==> src/rtl/arcade_input_mapper_if.sv <==
// Player-input bundle between hps_io-side sources and the arcade_input_mapper.
// The mapper takes the slave view; the environment that drives keys and joysticks takes the master view.
interface arcade_input_mapper_if #(
    parameter int NPLAYER = 2,
    parameter int NBTN    = 2
);
    logic [10:0]                 ps2_key;
    logic [NPLAYER*16-1:0]       joy;
    logic                        cabinet;
    logic [NPLAYER*(4+NBTN)-1:0] p_ctl_n;
    logic [NPLAYER-1:0]          start_n;
    logic [NPLAYER-1:0]          coin_n;
    logic                        coin_any_n;

    modport master (
        output ps2_key, joy, cabinet,
        input  p_ctl_n, start_n, coin_n, coin_any_n
    );

    modport slave (
        input  ps2_key, joy, cabinet,
        output p_ctl_n, start_n, coin_n, coin_any_n
    );
endinterface

==> src/rtl/arcade_input_mapper.sv <==
// Merges PS/2 key events and MiSTer joystick words into registered active-low player controls,
// with per-player coin pulse shaping (fixed pulse, then lockout gap) and upright/cocktail merging.
module arcade_input_mapper #(
    parameter int          NPLAYER    = 2,
    parameter int          NBTN       = 2,
    parameter logic [15:0] COIN_PULSE = 16'd4800,
    parameter logic [15:0] COIN_GAP   = 16'd9600
) (
    input  logic                  clk_sys,
    input  logic                  reset_n,
    arcade_input_mapper_if.slave  bus
);
    localparam int FW      = 4 + NBTN;
    localparam int NKEY    = 30;
    localparam int K_START = 20;
    localparam int K_COIN  = 24;
    localparam int K_F1    = 28;
    localparam int K_F2    = 29;

    typedef enum logic [1:0] {S_IDLE, S_PULSE, S_GAP} coin_state_t;

    // Key bank layout: per keyboard player a 10-bit block {btn5..btn0, right, left, down, up},
    // then starts 1-4, coins 1-4, F1, F2.
    function automatic logic [NKEY-1:0] key_decode(input logic ext, input logic [7:0] code);
        logic [NKEY-1:0] hit;
        hit = '0;
        case (code)
            8'h75: hit[0] = 1'b1;
            8'h72: hit[1] = 1'b1;
            8'h6B: hit[2] = 1'b1;
            8'h74: hit[3] = 1'b1;
            default: ;
        endcase
        if (!ext) begin
            case (code)
                8'h29: hit[4]  = 1'b1;
                8'h14: hit[5]  = 1'b1;
                8'h11: hit[6]  = 1'b1;
                8'h12: hit[7]  = 1'b1;
                8'h1A: hit[8]  = 1'b1;
                8'h22: hit[9]  = 1'b1;
                8'h2D: hit[10] = 1'b1;
                8'h2B: hit[11] = 1'b1;
                8'h23: hit[12] = 1'b1;
                8'h34: hit[13] = 1'b1;
                8'h1C: hit[14] = 1'b1;
                8'h1B: hit[15] = 1'b1;
                8'h15: hit[16] = 1'b1;
                8'h1D: hit[17] = 1'b1;
                8'h24: hit[18] = 1'b1;
                8'h2C: hit[19] = 1'b1;
                8'h16: hit[20] = 1'b1;
                8'h1E: hit[21] = 1'b1;
                8'h26: hit[22] = 1'b1;
                8'h25: hit[23] = 1'b1;
                8'h2E: hit[24] = 1'b1;
                8'h36: hit[25] = 1'b1;
                8'h3D: hit[26] = 1'b1;
                8'h3E: hit[27] = 1'b1;
                8'h05: hit[28] = 1'b1;
                8'h06: hit[29] = 1'b1;
                default: ;
            endcase
        end
        return hit;
    endfunction

    logic              toggle_p0;
    logic [NKEY-1:0]   key_hit;
    logic [NKEY-1:0]   key_bank_p1;

    assign key_hit = key_decode(bus.ps2_key[8], bus.ps2_key[7:0]);

    // Stage 1: key event capture
    always_ff @(posedge clk_sys or negedge reset_n) begin
        if (!reset_n) begin
            toggle_p0   <= 1'b0;
            key_bank_p1 <= '0;
        end else begin
            toggle_p0 <= bus.ps2_key[10];
            if (bus.ps2_key[10] != toggle_p0)
                key_bank_p1 <= (key_bank_p1 & ~key_hit) | (key_hit & {NKEY{bus.ps2_key[9]}});
        end
    end

    logic [FW-1:0]      own_ctl [NPLAYER];
    logic [FW-1:0]      p2_ctl;
    logic [NPLAYER-1:0] start_own;
    logic [NPLAYER-1:0] joy_start;
    logic [NPLAYER-1:0] coin_raw;

    for (genvar p = 0; p < NPLAYER; p++) begin : g_player
        logic [FW-1:0] key_ctl;
        logic [FW-1:0] joy_ctl;
        logic          fkey;

        if (p < 2) begin : g_kb
            assign key_ctl[3:0] = {key_bank_p1[p*10+2], key_bank_p1[p*10+3],
                                   key_bank_p1[p*10+0], key_bank_p1[p*10+1]};
            assign key_ctl[FW-1:4] = key_bank_p1[p*10+4 +: NBTN];
            assign fkey = (p == 0) ? key_bank_p1[K_F1] : key_bank_p1[K_F2];
        end else begin : g_nokb
            assign key_ctl = '0;
            assign fkey    = 1'b0;
        end

        // Joystick order is right/left/down/up; output order is down/up/right/left.
        assign joy_ctl[3:0]    = {bus.joy[16*p+1], bus.joy[16*p+0], bus.joy[16*p+3], bus.joy[16*p+2]};
        assign joy_ctl[FW-1:4] = bus.joy[16*p+4 +: NBTN];

        assign own_ctl[p]   = key_ctl | joy_ctl;
        assign joy_start[p] = bus.joy[16*p+4+NBTN];
        assign start_own[p] = joy_start[p] | key_bank_p1[K_START+p] | fkey;
        assign coin_raw[p]  = bus.joy[16*p+6+NBTN] | key_bank_p1[K_COIN+p] | fkey;
    end

    if (NPLAYER >= 2) begin : g_p2
        assign p2_ctl = own_ctl[1];
    end else begin : g_nop2
        assign p2_ctl = '0;
    end

    logic [FW-1:0]      ctl_mrg [NPLAYER];
    logic [NPLAYER-1:0] start_mrg;

    always_comb begin
        for (int p = 0; p < NPLAYER; p++)
            ctl_mrg[p] = own_ctl[p];
        start_mrg = start_own;
        if (!bus.cabinet) begin
            ctl_mrg[0]   = own_ctl[0] | p2_ctl;
            start_mrg[0] = start_own[0] | (|joy_start);
        end
    end

    logic [NPLAYER*FW-1:0] ctl_n_p2;
    logic [NPLAYER-1:0]    start_n_p2;

    // Stage 2: registered active-low controls
    always_ff @(posedge clk_sys or negedge reset_n) begin
        if (!reset_n) begin
            ctl_n_p2   <= '1;
            start_n_p2 <= '1;
        end else begin
            for (int p = 0; p < NPLAYER; p++)
                ctl_n_p2[p*FW +: FW] <= ~ctl_mrg[p];
            start_n_p2 <= ~start_mrg;
        end
    end

    logic [NPLAYER-1:0] coin_raw_p1;
    logic [NPLAYER-1:0] coin_prev_p2;
    logic [NPLAYER-1:0] coin_edge;
    logic [NPLAYER-1:0] coin_n_w;

    // Both edge registers come out of reset high so a coin still held across reset
    // must be released and pressed again before it can pulse.
    always_ff @(posedge clk_sys or negedge reset_n) begin
        if (!reset_n) begin
            coin_raw_p1  <= '1;
            coin_prev_p2 <= '1;
        end else begin
            coin_raw_p1  <= coin_raw;
            coin_prev_p2 <= coin_raw_p1;
        end
    end

    assign coin_edge = coin_raw_p1 & ~coin_prev_p2;

    for (genvar c = 0; c < NPLAYER; c++) begin : g_coin
        coin_state_t state_q, state_d;
        logic [15:0] cnt_q, cnt_d;

        always_ff @(posedge clk_sys or negedge reset_n) begin
            if (!reset_n) begin
                state_q <= S_IDLE;
                cnt_q   <= '0;
            end else begin
                state_q <= state_d;
                cnt_q   <= cnt_d;
            end
        end

        always_comb begin
            state_d = state_q;
            cnt_d   = cnt_q;
            case (state_q)
                S_IDLE: begin
                    if (coin_edge[c]) begin
                        state_d = S_PULSE;
                        cnt_d   = COIN_PULSE - 16'd1;
                    end
                end
                S_PULSE: begin
                    if (cnt_q != 16'd0) begin
                        cnt_d = cnt_q - 16'd1;
                    end else if (COIN_GAP == 16'd0) begin
                        state_d = S_IDLE;
                    end else begin
                        state_d = S_GAP;
                        cnt_d   = COIN_GAP - 16'd1;
                    end
                end
                S_GAP: begin
                    if (cnt_q != 16'd0)
                        cnt_d = cnt_q - 16'd1;
                    else
                        state_d = S_IDLE;
                end
                default: begin
                    state_d = S_IDLE;
                    cnt_d   = '0;
                end
            endcase
        end

        assign coin_n_w[c] = (state_q != S_PULSE);
    end

    assign bus.p_ctl_n    = ctl_n_p2;
    assign bus.start_n    = start_n_p2;
    assign bus.coin_n     = coin_n_w;
    assign bus.coin_any_n = &coin_n_w;

    // Joystick spare bits and keys for absent players/buttons are intentionally dropped.
    logic unused_inputs;
    assign unused_inputs = ^{bus.joy, key_bank_p1};
endmodule

==> src/flat_wrapper.sv <==
// flat-port wrapper written by rule: the top's interface ports become plain ports
module arcade_input_mapper_flat 
#(
    parameter int          NPLAYER    = 2,
    parameter int          NBTN       = 2,
    parameter logic [15:0] COIN_PULSE = 16'd4800,
    parameter logic [15:0] COIN_GAP   = 16'd9600
)
  (clk_sys, reset_n, bus_ps2_key, bus_joy, bus_cabinet, bus_p_ctl_n, bus_start_n, bus_coin_n, bus_coin_any_n);
  arcade_input_mapper_if #(.NPLAYER(NPLAYER), .NBTN(NBTN)) bus_i ();
  input  logic clk_sys;
  input  logic reset_n;
  input wire logic [$bits(bus_i.ps2_key)-1:0] bus_ps2_key;
  input wire logic [$bits(bus_i.joy)-1:0] bus_joy;
  input wire logic [$bits(bus_i.cabinet)-1:0] bus_cabinet;
  output wire logic [$bits(bus_i.p_ctl_n)-1:0] bus_p_ctl_n;
  output wire logic [$bits(bus_i.start_n)-1:0] bus_start_n;
  output wire logic [$bits(bus_i.coin_n)-1:0] bus_coin_n;
  output wire logic [$bits(bus_i.coin_any_n)-1:0] bus_coin_any_n;
  assign bus_i.ps2_key = bus_ps2_key;
  assign bus_i.joy = bus_joy;
  assign bus_i.cabinet = bus_cabinet;
  assign bus_p_ctl_n = bus_i.p_ctl_n;
  assign bus_start_n = bus_i.start_n;
  assign bus_coin_n = bus_i.coin_n;
  assign bus_coin_any_n = bus_i.coin_any_n;
  arcade_input_mapper #(.NPLAYER(NPLAYER), .NBTN(NBTN), .COIN_PULSE(COIN_PULSE), .COIN_GAP(COIN_GAP)) u_core (.clk_sys(clk_sys), .reset_n(reset_n), .bus(bus_i));
endmodule
==> config.mk <==
export PLATFORM = sky130hd
export DESIGN_NAME = arcade_input_mapper_flat
export DESIGN_NICKNAME = d
export VERILOG_FILES = /design/src/rtl/arcade_input_mapper_if.sv /design/src/rtl/arcade_input_mapper.sv /design/src/flat_wrapper.sv
export SDC_FILE = /design/constraint.sdc
export NUM_CORES = 1
export LEC_CHECK = 0
export CORE_MARGIN = 2
export CORE_UTILIZATION = 60
export CTS_CLUSTER_SIZE = 14
export DETAILED_ROUTE_END_ITERATION = 10
export DONT_BUFFER_PORTS = 1
export PLACE_DENSITY = 0.79
export SLEW_MARGIN = 0
export SYNTH_ARGS = -nofsm -noshare
export SYNTH_HDL_FRONTEND = slang
export SYNTH_SLANG_ARGS = --single-unit
==> constraint.sdc <==
create_clock -name clk_sys -period 4.5 [get_ports clk_sys]
set_input_delay 0.675 -clock clk_sys [delete_from_list [all_inputs] [get_ports clk_sys]]
set_output_delay 0.675 -clock clk_sys [all_outputs]
set_load 0.005 [all_outputs]
==> flow_summary.json <==
{
  "drive_gt1_share_pct": 15.65,
  "antenna_found_initial": 0,
  "synth_cell_types": 69,
  "start_kind": "flop",
  "avgSynthCellArea_sq_um": 9.512,
  "viasPerCell": 6.581,
  "vias": 3534,
  "layout_commonest_cell": "dfrtp_1",
  "max_slew_margin_pct": 29.03,
  "postRouteWirelength_microns": 9948,
  "synth_edf_count": 0,
  "ir_drop_v": 0.0002313,
  "core_area_sq_um": 6832,
  "ys.flop_type": "dfrtp_1",
  "end_kind": "output pin",
  "synth_seq_area_share_pct": 43.39,
  "post-route-worst-setup-slack_ns": 1.581,
  "drt-pass1-iter-count": 5,
  "postCtsSetupBuffers": 0,
  "yosys.area.top_type_share_pct": 32.30,
  "max_stage_delay_ns": 0.74,
  "drc": 0,
  "critPathMaxFanout": 21,
  "finalHoldViolCount": 0,
  "reg2reg_depth": 7,
  "dp_hpwl_microns": 6412,
  "ys_ff_latch": 73,
  "crit_top_cell": "inv_1",
  "cts_made_buffers": 9,
  "start_util_pct": 62.38,
  "timing.rr.start": "u_core.g_coin[0].cnt_q[0]",
  "drt_iter0_markers": 409,
  "die-area_sq_um": 7792,
  "r2r_setup_slack_ns": 2.00,
  "p_leak_nw": 1.822,
  "max_cap_viol_count": 0,
  "cp_cell_sequence": "inv_1 > nor2_1 > inv_1",
  "synthTopCellsByArea": "dfrtp_1 32%, dfstp_2 11%, mux2_2 4.5%",
  "post-route-period-util_pct": 64.86,
  "syn_to_final_growth_pct": 4.551,
  "timing.rr.end": "u_core.g_coin[0].cnt_q[8]",
  "fp.dieW_microns": 88.28,
  "status": "finished, final reports clean",
  "diodes": 0,
  "pin_count": 63,
  "worst_slew_pin_slew_ns": 1.056,
  "syn_inst": 448,
  "ctsHtreeMaxLevel": 3,
  "layout_common_cells": "55 x dfrtp_1, 46 x nor2_1, 31 x nand2_1",
  "post_drt_wl_per_cell_microns": 18.53,
  "fp.dieH_microns": 88.28,
  "grt_pass1_wl_microns": 15600,
  "cts_tree": "yes",
  "setup_viol": 0,
  "p_per_area_nw_per_um2": 414.3,
  "grt_pass1_vias": 3201,
  "synth_top_area_cell": "dfrtp_1",
  "final.setup.tns_ns": 0,
  "final.min_clock_period_ns": 2.919,
  "gp_congestion": 0.8893,
  "clock_skew_ns": 0.01828,
  "grt_max_degree": 64,
  "antenna_left": 0,
  "clock-sinks": 73,
  "insertion_delay_ns": 0.36,
  "async_reset_ff_share_pct": 100.0,
  "yosysWarnings": 0,
  "io_buffers": 0,
  "rows": 30,
  "crit_type": "reg -> out",
  "cp.required_ns": 3.83,
  "cp.arrival_ns": 2.24,
  "synth_area_sq_um": 4262,
  "ctsRootBufferMaster": "clkbuf_8",
  "syn_nets": 498,
  "ctsHoldBuffers": 2,
  "cts_buffer_depth": 2,
  "holdCritPathClass": "in -> async",
  "max_freq_mhz": 342.6,
  "slew_viol_final": 0,
  "crit_path_top_delay_cell": "dfrtp_1",
  "final_nets": 486,
  "post_cts_resized": 0,
  "grt_util_all_layers_pct": 25.88,
  "place_ws_ns": 1.960,
  "grt_setup_unrepaired": "false",
  "clk_pin_slew_ns": 0.08,
  "grt_overflow": 0
}
worst max-delay path: cells and delay by family (launching register included):
| family | cells | cell delay (ns) |
|---|---|---|
| and+or+nand+nor | 1 | 0.66 |
| buffers and inverters | 2 | 0.50 |
| DFF | 1 | 0.74 |
kinds of logic after synthesis:
| logic type | synth area share (%) |
|---|---|
| AO/OA/AOI/OAI | 17.41 |
| XOR/XNOR | 3.083 |
| adder cells (fa/ha/maj) | 1.174 |
| buffers and inverters | 4.580 |
| flip-flops | 43.39 |
| multiplexers | 5.461 |
| AND/OR/NAND/NOR | 24.90 |
cell type report:
class | instances | area [sq um]
repair buffers | 4 | 40.04
clock buffers | 11 | 141.4
fillers | 580 | 2376
multi-input cells | 335 | 2217
clock inverters | 5 | 38.79
flip-flops and latches | 73 | 1849
well taps | 96 | 120.1
inverters | 13 | 48.80
cells in the mapped netlist, types with 4 or more instances:
cell and count:
a21oi_1 23, or3_1 4, nand4b_1 4, a21o_1 5, nor2_1 46, a31oi_1 4
inv_1 13, buf_2 5, dfrtp_1 55, xor2_1 9, xnor2_1 6, a211oi_1 5
nor3_1 22, and3_1 9, buf_6 4, o211ai_1 4, nand4_1 9, ha_1 4
nand2b_1 4, o22ai_1 8, mux2_2 17, dfstp_2 18, nand3_1 15, nand2_1 31
nor2b_1 8, o21ai_1 4, o21ai_0 21, nor4_1 7, o221a_2 4, clkbuf_1 15
metal layers:
layer  share of wire, %  vias to the layer above  global-route usage (%)
met3                8.4                       24                   6.437
met5                  0                        -                       0
met4                2.0                        0                   7.989
li1                   -                     1633                       -
met1                 42                     1707                   36.79
met2                 47                      170                   39.51
report_power, final:
part | switching (W) | total (W) | internal (W)
clock | 0.000261 | 0.000481 | 0.000219
combinational | 0.000229 | 0.000441 | 0.000212
sequential | 0.000167 | 0.000924 | 0.000757
worst max path at each step:
stage,cells after the start,from,endpoint,slack [ns]
after floorplan,5,bus_ps2_key[10],flop,2.38
after global placement,3,u_core.g_coin[1].state_q[0],bus_coin_n[1],1.98
after detailed placement,3,u_core.g_coin[1].state_q[0],bus_coin_n[1],1.96
after CTS,3,u_core.g_coin[1].state_q[0],bus_coin_n[1],1.58
after global routing,3,u_core.g_coin[1].state_q[0],bus_coin_n[1],1.43
final,3,u_core.g_coin[1].state_q[0],bus_coin_n[1],1.58
stage by stage:
step	std cells	util, %	total power (W)	hold slack [ns]	instance area [sq um]
2_1_floorplan	448	-	0.001282	0.3510	4262
3_3_place_gp	517	62.00	0.001328	0.3547	4235
3_5_place_dp	517	62.00	0.001356	0.3626	4235
4_1_cts	535	64.93	0.001838	0.0006432	4436
5_1_grt	537	65.22	0.001948	0.0009199	4456
6_report	537	65.22	0.001846	0.01784	4456
(Power assumes the default switching activity.)
